**src/rtl/serial_subtractor_bf.sv**
```systemverilog
// Bit-serial N-bit unsigned subtractor, d = a - b, LSB first, one bit per clock.
// A registered borrow flop carries between bit steps behind a start/busy/done handshake.
module serial_subtractor_bf #(
    parameter int N = 4
) (
    input  logic         clk,
    input  logic         rst,
    input  logic         start,
    input  logic [N-1:0] a,
    input  logic [N-1:0] b,
    output logic         busy,
    output logic         done,
    output logic [N-1:0] d,
    output logic         bout
);

    localparam int CW = $clog2(N);
    localparam logic [CW-1:0] LAST = CW'(N - 1);

    typedef enum logic [1:0] {
        IDLE,
        SHIFT,
        DONE
    } state_t;

    state_t        state;
    state_t        state_next;
    logic          accept;
    logic          finish;

    logic [N-1:0]  ra;
    logic [N-1:0]  rb;
    logic [N-1:0]  rr;
    logic          br;
    logic [CW-1:0] count;

    logic          diff_bit;
    logic          br_next;
    logic [N-1:0]  rr_next;

    assign diff_bit = ra[0] ^ rb[0] ^ br;
    assign br_next  = (~ra[0] & rb[0]) | (~(ra[0] ^ rb[0]) & br);
    assign rr_next  = {diff_bit, rr[N-1:1]};

    always_ff @(posedge clk) begin
        if (rst) begin
            state <= IDLE;
        end else begin
            state <= state_next;
        end
    end

    always_comb begin
        state_next = state;
        accept     = 1'b0;
        finish     = 1'b0;
        case (state)
            IDLE: begin
                if (start) begin
                    accept     = 1'b1;
                    state_next = SHIFT;
                end
            end
            SHIFT: begin
                if (count == LAST) begin
                    finish     = 1'b1;
                    state_next = DONE;
                end
            end
            DONE: begin
                state_next = IDLE;
            end
            default: begin
                state_next = IDLE;
            end
        endcase
    end

    // d/bout only move at completion, so a reader never sees a partial result.
    always_ff @(posedge clk) begin
        if (rst) begin
            ra    <= '0;
            rb    <= '0;
            rr    <= '0;
            br    <= 1'b0;
            count <= '0;
            busy  <= 1'b0;
            done  <= 1'b0;
            d     <= '0;
            bout  <= 1'b0;
        end else begin
            done <= finish;
            if (accept) begin
                ra    <= a;
                rb    <= b;
                br    <= 1'b0;
                count <= '0;
                busy  <= 1'b1;
            end else if (state == SHIFT) begin
                ra    <= {1'b0, ra[N-1:1]};
                rb    <= {1'b0, rb[N-1:1]};
                rr    <= rr_next;
                br    <= br_next;
                count <= count + 1'b1;
                if (finish) begin
                    d    <= rr_next;
                    bout <= br_next;
                    busy <= 1'b0;
                end
            end
        end
    end

endmodule

```
**config.mk**
```make
export PLATFORM = sky130hd
export DESIGN_NAME = serial_subtractor_bf
export DESIGN_NICKNAME = d
export VERILOG_FILES = /design/src/rtl/serial_subtractor_bf.sv
export SDC_FILE = /design/constraint.sdc
export NUM_CORES = 1
export LEC_CHECK = 0
export CORE_UTILIZATION = 45
export CTS_CLUSTER_DIAMETER = 100
export DETAILED_ROUTE_END_ITERATION = 16
export MAX_ROUTING_LAYER = met4
export PLACE_DENSITY = 0.77
export SETUP_SLACK_MARGIN = 0.3
export SYNTH_ARGS = -nofsm -noshare
export SYNTH_HDL_FRONTEND = slang
export SYNTH_SLANG_ARGS = --single-unit
```
**constraint.sdc**
```tcl
create_clock -name clk -period 1.25 [get_ports clk]
set_input_delay 0.25 -clock clk [delete_from_list [all_inputs] [get_ports clk]]
set_output_delay 0.25 -clock clk [all_outputs]
set_load 0.005 [all_outputs]
```
=== Word-level counts from Yosys, hierarchy flattened ===
Cells that the tools add are included.

* $add $sub $neg: 1
* Eq/ne operators: 4
* Mux-type cells: 14
* Bitwise operators: 8
* Reduce and logical (&&, ||, !) cells: 8

{| class="wikitable"
|+ Operators with widths
! kind !! count
|-
| $mux W4 || 4
|-
| $mux W1 || 7
|-
| $reduce_and A2 Y1 || 3
|-
| $mux W2 || 2
|-
| $ne A2 B2 Y1 const B || 2
|-
| $pmux W2 S2 || 1
|-
| $reduce_bool A2 Y1 || 2
|-
| $not A1 Y1 || 3
|-
| $reduce_and A3 Y1 || 1
|-
| $add A2 B1 Y2 const B || 1
|-
| $and A1 B1 Y1 || 2
|-
| $eq A2 B1 Y1 const B || 1
|-
| $eq A2 B2 Y1 const B || 1
|-
| $logic_not A2 Y1 || 1
|-
| $reduce_or A2 Y1 || 1
|-
| $xor A1 B1 Y1 || 2
|-
| $or A1 B1 Y1 || 1
|}

* Flip-flop bits (word level): 24
* Input port bits: 11
* Output and inout bits: 7
* Word-level logic and storage cells: 45

=== Depth between registers and ports, before layout ===
Gate-level depths: netlist of run 1.

* Word-level depth: 6
* Mapped depth: 6
* Depth with buffers taken out: 4

=== Worst setup path before layout of run 1 ===
Ideal clock, no wire load.

* Kind: register to register
* Start: reg count[0]
* End: reg busy
* Setup time: 0.129 ns
* Arrival: 1.121 ns
* Required time: 1.121 ns
* Setup slack: 0.001 ns
* Stages on the path, launching flop included: 6
* Buffers on the path: 1
* Clock period less this slack: 1.249 ns
* Cells stage by stage: dfxtp_1 > ha_1 > clkbuf_1 > nand3b_1 > a21oi_1 > nor2_1

* Longest elaborated chain between the ends: 5

{| class="wikitable"
|+ RTL lines
! what !! line !! RTL
|-
| start: declaration || 35 || <nowiki>logic [CW-1:0] count;</nowiki>
|-
| start signal: assignment || 104 || <nowiki>count <= count + 1'b1;</nowiki>
|-
| $eq A2 B2 Y1 || 65 || <nowiki>if (count == LAST) begin</nowiki>
|-
| $mux W1 || 65 ||
|-
| $mux W1 || 57 || <nowiki>case (state)</nowiki>
|-
| $reduce_bool A2 Y1 (no line) || - ||
|-
| $reduce_and A2 Y1 (no line) || - ||
|-
| end signal: assignment || 87 || <nowiki>busy <= 1'b0;</nowiki>
|-
| end signal: assignment || 98 || <nowiki>busy <= 1'b1;</nowiki>
|-
| end signal: assignment || 108 || <nowiki>busy <= 1'b0;</nowiki>
|-
| end: declaration || 11 || <nowiki>output logic busy,</nowiki>
|}

No other way between the ends.
A chain may end at the register's enable or synchronous reset.

=== Worst setup path in the final report of run 1 ===
* Start: reg state[1]
* End: reg state[0]

* Longest elaborated chain between the ends: 3
* Elaborated cells on any way between the ends: 6
* Classes of those cells: eq/ne: 3; mux: 1; reduce/logical: 2

{| class="wikitable"
|+ RTL lines
! what !! line !! RTL
|-
| start: declaration || 26 || <nowiki>state_t state;</nowiki>
|-
| start signal: assignment || 49 || <nowiki>state <= state_next;</nowiki>
|-
| $eq A2 B1 Y1 or $logic_not A2 Y1 (tied branches) || 57 ||
|-
| $ne A2 B2 Y1 (no line) || - ||
|-
| $reduce_and A2 Y1 (no line) || - ||
|}

Parallel ways exist; a longest one is shown, timed or not.

==> results of run 1 <==
## stage by stage
stage                util  area, um^2  total power [uW]  TNS, ps
floorplan               -        1050               989        0
global placement    0.637        1300              1080    -3380
detailed placement  0.637        1300              1090    -3930
CTS                 0.736        1500              1490        0
global route        0.811        1660              1640     -256
finish              0.811        1660              1580    -56.5
## what timing repair did
item                                    4_1_cts  5_1_grt
hold buffers                                  0        0
buffers inserted                             15        3
gates resized for setup                      59       35
pin swaps                                    19       17
endpoints found under the setup margin       30       30
## worst min-delay path, stage by stage
cell and delay [ps]:
clkdlybuf4s50_1 410, nand2_2 60, a21oi_1 50
## final cells by class
class                      count  area [um^2]
clock buffer                   4         26.3
fill                         121          387
inverter                       2         7.51
multi-input combinational     75          669
sequential                    23          483
tap                           27         33.8
timing repair buffer          44          435
## cell usage after synthesis
cell	number	area, um^2
or3b_2	2	17.5
nand2_1	16	60.1
o21a_1	1	7.51
nor3_1	4	20.0
dfxtp_1	23	460
nor2b_2	1	8.76
nor2_2	1	6.26
a311oi_2	1	15.0
nor3b_4	1	18.8
buf_2	1	5.00
mux2i_1	1	10.0
buf_4	1	7.51
clkbuf_1	3	11.3
buf_6	3	33.8
or3b_1	1	8.76
o21ba_2	1	10.0
a21oi_1	13	65.1
inv_1	2	7.51
a21oi_2	4	35.0
nand3_1	6	30.0
a2111oi_2	1	15.0
nor2_1	10	37.5
a211oi_2	4	50.1
xnor2_1	1	8.76
ha_1	1	12.5
fa_1	1	20.0
nand2b_1	3	18.8
nand3b_1	1	7.51
## power by group through the flow
| stage | logic, uW | registers [uW] | clock network [uW] |
|---|---|---|---|
| after detailed placement | 282 | 812 | 0 |
| after CTS | 348 | 796 | 344 |
| after global placement | 271 | 810 | 0 |
| after global routing | 429 | 809 | 398 |
| after floorplan | 186 | 804 | 0 |
| final | 408 | 804 | 369 |
## layer usage
layer / track usage / up-vias / wire length (um)
met5: - / - / 0
li1: - / 447 / -
met1: 0.261 / 457 / 1150
met3: 0.0592 / 13 / 161
met2: 0.409 / 34 / 1670
met4: 0.0588 / 0 / 125
## how the worst max path moves through the flow
stage                        start        to  depth (start not counted)
after floorplan           state[0]     ra[3]                          5
after global placement       start     rb[3]                          4
after detailed placement     start     rb[3]                          4
after CTS                 state[1]     ra[3]                          6
after global routing      state[1]  state[0]                          4
final                     state[1]  state[0]                          4
## registers in the layout (all words and copies together) (netlist names)
register  cells
d             4
ra            4
rb            4
rr            3
count         2
state         2
bout          1
br            1
busy          1
done          1
## cells by family (layout without fill, tap and decap cells)
kind of cell             count (synthesis)  after routing
AND/OR/NAND/NOR                         46             46
buffers and inverters                   10             50
AO/OA/AOI/OAI                           25             25
flip-flops                              23             23
multiplexers                             1              1
adder cells (fa/ha/maj)                  2              2
XOR/XNOR                                 1              1
==> impl_metrics.env, run 1 <==
export IMPL_die_w_um=49.3
export IMPL_r2r_start="state[1]"
export IMPL_dp_hpwl_mm=1.40
export IMPL_drc=0
export IMPL_critPathTopFamily="simple AND/OR/NAND/NOR gates"
export IMPL_seqPwrFrac=0.509
export IMPL_placed_cells=153
export IMPL_grt_pass1_wl_mm=4.12
export IMPL_crit_chain="buf_6 -> or3b_4 -> o21a_1 -> nor2_2"
export IMPL_worstMarginPinSlew_ps=277
export IMPL_ir_worst_vdd_mv=0.805
export IMPL_rr_worst_depth=4
export IMPL_synth_mux_area_frac=0.00993
export IMPL_instances_no_fill=175
export IMPL_vias_per_cell=5.43
export IMPL_grt_max_degree=24
export IMPL_yosysWarnings=0
export IMPL_die_h_um=49.3
export IMPL_routed_wl_mm=3.10
export IMPL_synth_xor_xnor_area_share=0.00868
export IMPL_clock_latency_ps=330
export IMPL_syn_to_final_growth_pct=64.1
export IMPL_final_hold_viol_count=0
export IMPL_crit_arrival_ps=1560
export IMPL_p_clk_frac=0.233
export IMPL_slew_headroom=0.816
export IMPL_fmax_mhz=777
export IMPL_layout_setup_ws_ps=-36.3
export IMPL_criticalPathCategory="register to register"
export IMPL_synth_top_family_by_area="simple AND/OR/NAND/NOR gates"
export IMPL_ys_seq_area_frac=0.457
export IMPL_diodes=0
export IMPL_intPower_uw=1120
export IMPL_worst_hold_startpoint="a[3]"
export IMPL_period_needed_ps=1290
export IMPL_num_io_pins=18
export IMPL_synthesis_area_um2=1010
export IMPL_cts_tree="yes"
export IMPL_hold_worst_slack_ps=475
export IMPL_yosys_area_share_adder=0.0323
export IMPL_worstHoldEndpoint="ra[3]"
export IMPL_cap_viol_max_count=0
export IMPL_grt_pass1_vias=897
export IMPL_leakage_uw=0.000633
export IMPL_pwr_density_cell_nw_per_um2=955
export IMPL_ys_types=28
export IMPL_layout_cells_most_common_list="15 x buf_4, 14 x a21oi_2, 12 x nand2_1, 12 x dfxtp_2"
export IMPL_gr_total_overflow=0
export IMPL_status="finished with violations"
export IMPL_fp_dieArea_um2=2430
export IMPL_switching_share=0.293
export IMPL_initial_utilization=0.494
export IMPL_rrSetupSlack_ps=-40
export IMPL_clockRootBuffer="clkbuf_4"
export IMPL_setup_viol_count_final=3
export IMPL_p_switching_uw=464
export IMPL_synth_nets=121
export IMPL_wl_per_cell_um=17.7
export IMPL_slowest_delay_ps=460
export IMPL_synth_seq_cells=23
export IMPL_critPathRequiredTime_ps=1520
export IMPL_cp_end_kind="register"
export IMPL_core_rowCount=16
export IMPL_violations="negative setup slack"
export IMPL_fp_coreArea_um2=2040
export IMPL_crit_fanout=7
export IMPL_antenna_found_initial=0
export IMPL_gp_congestion=0.812
export IMPL_worst_path_buf_inv=1
export IMPL_post_route_period_util=1.03
export IMPL_cts_buffers=3
export IMPL_synth_compound_area_frac=0.196
export IMPL_syn_area_per_cell_um2=9.34
export IMPL_final_common_cell="buf_4"
export IMPL_fin_worst_skew_ps=2.96
export IMPL_clkTransAtPathRegs_ps=130
export IMPL_hold_path_cell_count=3
export IMPL_yosys_area_share_simple=0.232
export IMPL_hold_class="input port to register"
export IMPL_rsz0062_at_grt="true"
export IMPL_cp_start_kind="register"
export IMPL_antenna_left=0
export IMPL_drtPass1Iterations=4
export IMPL_maxSlewViolCount=0
export IMPL_port_buffers=17
export IMPL_cts_sinks=23
export IMPL_clock_path_buffers=2
export IMPL_num_vias=951
export IMPL_critPathSlowestCell="or3b_4"
export IMPL_drive_above_1_share=0.662
export IMPL_syn_inst=108
export IMPL_htree_levels=1
export IMPL_p_comb_frac=0.258
export IMPL_grt_use_total=0.233
export IMPL_dp_slack_ps=-389
export IMPL_nets=162
export IMPL_r2r_end="state[0]"
export IMPL_drt_iter0_drc=15
Power figures use the tool's default switching activity.
==> inputs of run 2 (changes only) <==
Settings changed: PLACE_DENSITY 0.77 to 0.8, SKIP_LAST_GASP set to 1.
==> impl_metrics.env, run 2 (synthesis gave the netlist of run 1 again) <==
export IMPL_status="complete, no violations"
export IMPL_placed_area_um2=1290
export IMPL_drive_above_1_share=0.600
export IMPL_fillerInstances=147
export IMPL_grt_use_met3=0.0467
export IMPL_port_buffers=17
export IMPL_drtPass1Iterations=4
export IMPL_gr_total_overflow=0
export IMPL_antenna_found_initial=0
export IMPL_pwr_density_cell_nw_per_um2=997
export IMPL_slew_headroom=0.811
export IMPL_worst_path_buf_inv=1
export IMPL_critPathSlowestCell="fa_2"
export IMPL_use_met1=0.225
export IMPL_die_h_um=49.3
export IMPL_initial_utilization=0.494
export IMPL_dp_hpwl_mm=1.45
export IMPL_final_common_cell="buf_4"
export IMPL_critPathTopFamily="adder cells"
export IMPL_num_io_pins=18
export IMPL_fin_worst_skew_ps=10.7
export IMPL_drc=0
export IMPL_hold_buffers=0
export IMPL_leakage_uw=0.000563
export IMPL_layout_cells_most_common_list="14 x buf_4, 13 x nand2_1, 11 x dfxtp_2, 10 x a21oi_2, 10 x dfxtp_1"
export IMPL_core_rowCount=16
export IMPL_grt_use_total=0.218
export IMPL_drt_iter0_drc=11
export IMPL_nets=154
export IMPL_worstMarginPinSlew_ps=282
export IMPL_fmax_mhz=837
export IMPL_clock_latency_ps=320
export IMPL_grt_busiest_layer="met2"
export IMPL_rsz0062_at_grt="true"
export IMPL_p_total_uw=1490
export IMPL_slowest_delay_ps=400
export IMPL_clock_path_buffers=2
export IMPL_crit_arrival_ps=1410
export IMPL_vias_per_cell=5.19
export IMPL_crit_fanout=2
export IMPL_cp_start_kind="register"
export IMPL_cts_buffers=3
export IMPL_final_hold_viol_count=0
export IMPL_clkTransAtPathRegs_ps=130
export IMPL_setup_viol_count_final=0
export IMPL_cts_tree="yes"
export IMPL_critPathRequiredTime_ps=1460
export IMPL_cp_end_kind="register"
export IMPL_fp_dieArea_um2=2430
export IMPL_fp_coreArea_um2=2040
export IMPL_hold_class="register to register"
export IMPL_htree_levels=1
export IMPL_met2_usage=0.386
export IMPL_largestRegisters="d (4), ra (4), rb (4)"
export IMPL_maxSlewViolCount=0
export IMPL_post_route_period_util=0.955
export IMPL_grt_max_degree=24
export IMPL_period_needed_ps=1190
export IMPL_criticalPathCategory="register to register"
export IMPL_ir_worst_vdd_mv=0.706
export IMPL_hold_worst_slack_ps=471
export IMPL_gp_congestion=0.819
export IMPL_grt_pass1_vias=943
export IMPL_cap_viol_max_count=0
export IMPL_grt_pass1_wl_mm=3.93
export IMPL_stdcell_area_um2=1500
export IMPL_routed_wl_mm=2.26
export IMPL_crit_chain="inv_2 -> fa_2 -> a2111oi_4"
export IMPL_cts_sinks=23
export IMPL_antenna_left=0
export IMPL_clockRootBuffer="clkbuf_4"
export IMPL_syn_to_final_growth_pct=48.6
export IMPL_wl_per_cell_um=13.5
export IMPL_diodes=0
export IMPL_die_w_um=49.3
export IMPL_num_vias=866
[run 2: worst min-delay path, delay by kind of cell, from the launching register on]
| kind | cells | cell delay (ps) |
|---|---|---|
| compound gates | 1 | 50 |
| flops | 1 | 330 |
| simple gates | 1 | 70 |
[run 2: routing by layer]
layer,routed length [um],up-vias,share of wire
met5,0,-,0
met4,57,0,0.025
li1,-,431,-
met3,58,6,0.026
met1,965,415,0.43
met2,1180,14,0.52
[run 2: layout make-up]
cell class	instances	area (um^2)	area share
Timing Repair Buffer	36	338	0.225
Clock buffer	3	22.5	0.0150
Clock inverter	1	5.00	0.00334
Tap cell	27	33.8	0.0225
Sequential cell	23	482	0.321
Inverter	2	7.51	0.00501
Multi-Input combinational cell	75	611	0.407
[run 2: power by group]
group | switching, uW | internal (uW)
logic | 157 | 195
clock network | 222 | 120
registers | 31.3 | 770
total | 410 | 1080
[run 2: through the flow]
| step | cells | setup slack, ps | util | TNS (ps) |
|---|---|---|---|---|
| final | 167 | 55.7 | 0.734 | 0 |
| after global routing | 167 | -0.704 | 0.734 | -0.704 |
| after CTS | 166 | 56.0 | 0.711 | 0 |
| after detailed placement | 154 | -379 | 0.634 | -3600 |
| after global placement | 154 | -344 | 0.634 | -3360 |
| after floorplan | 108 | 82.2 | - | 0 |
[run 2: final timing paths]
path | startpoint | cells past startpoint | to | slack, ps
worst max-delay path | rb[0] | 3 | br | 60
worst min-delay path | ra[2] | 2 | ra[1] | 470
worst max register to register | rb[0] | 3 | br | 60
worst min register to register | ra[2] | 2 | ra[1] | 470
[run 2: repair_timing]
action                                  4_1_cts  5_1_grt
gates resized for setup                      55       14
pin swaps                                     8       12
endpoints found under the setup margin       30       30
gates cloned                                  1        0
setup buffers                                 7        1
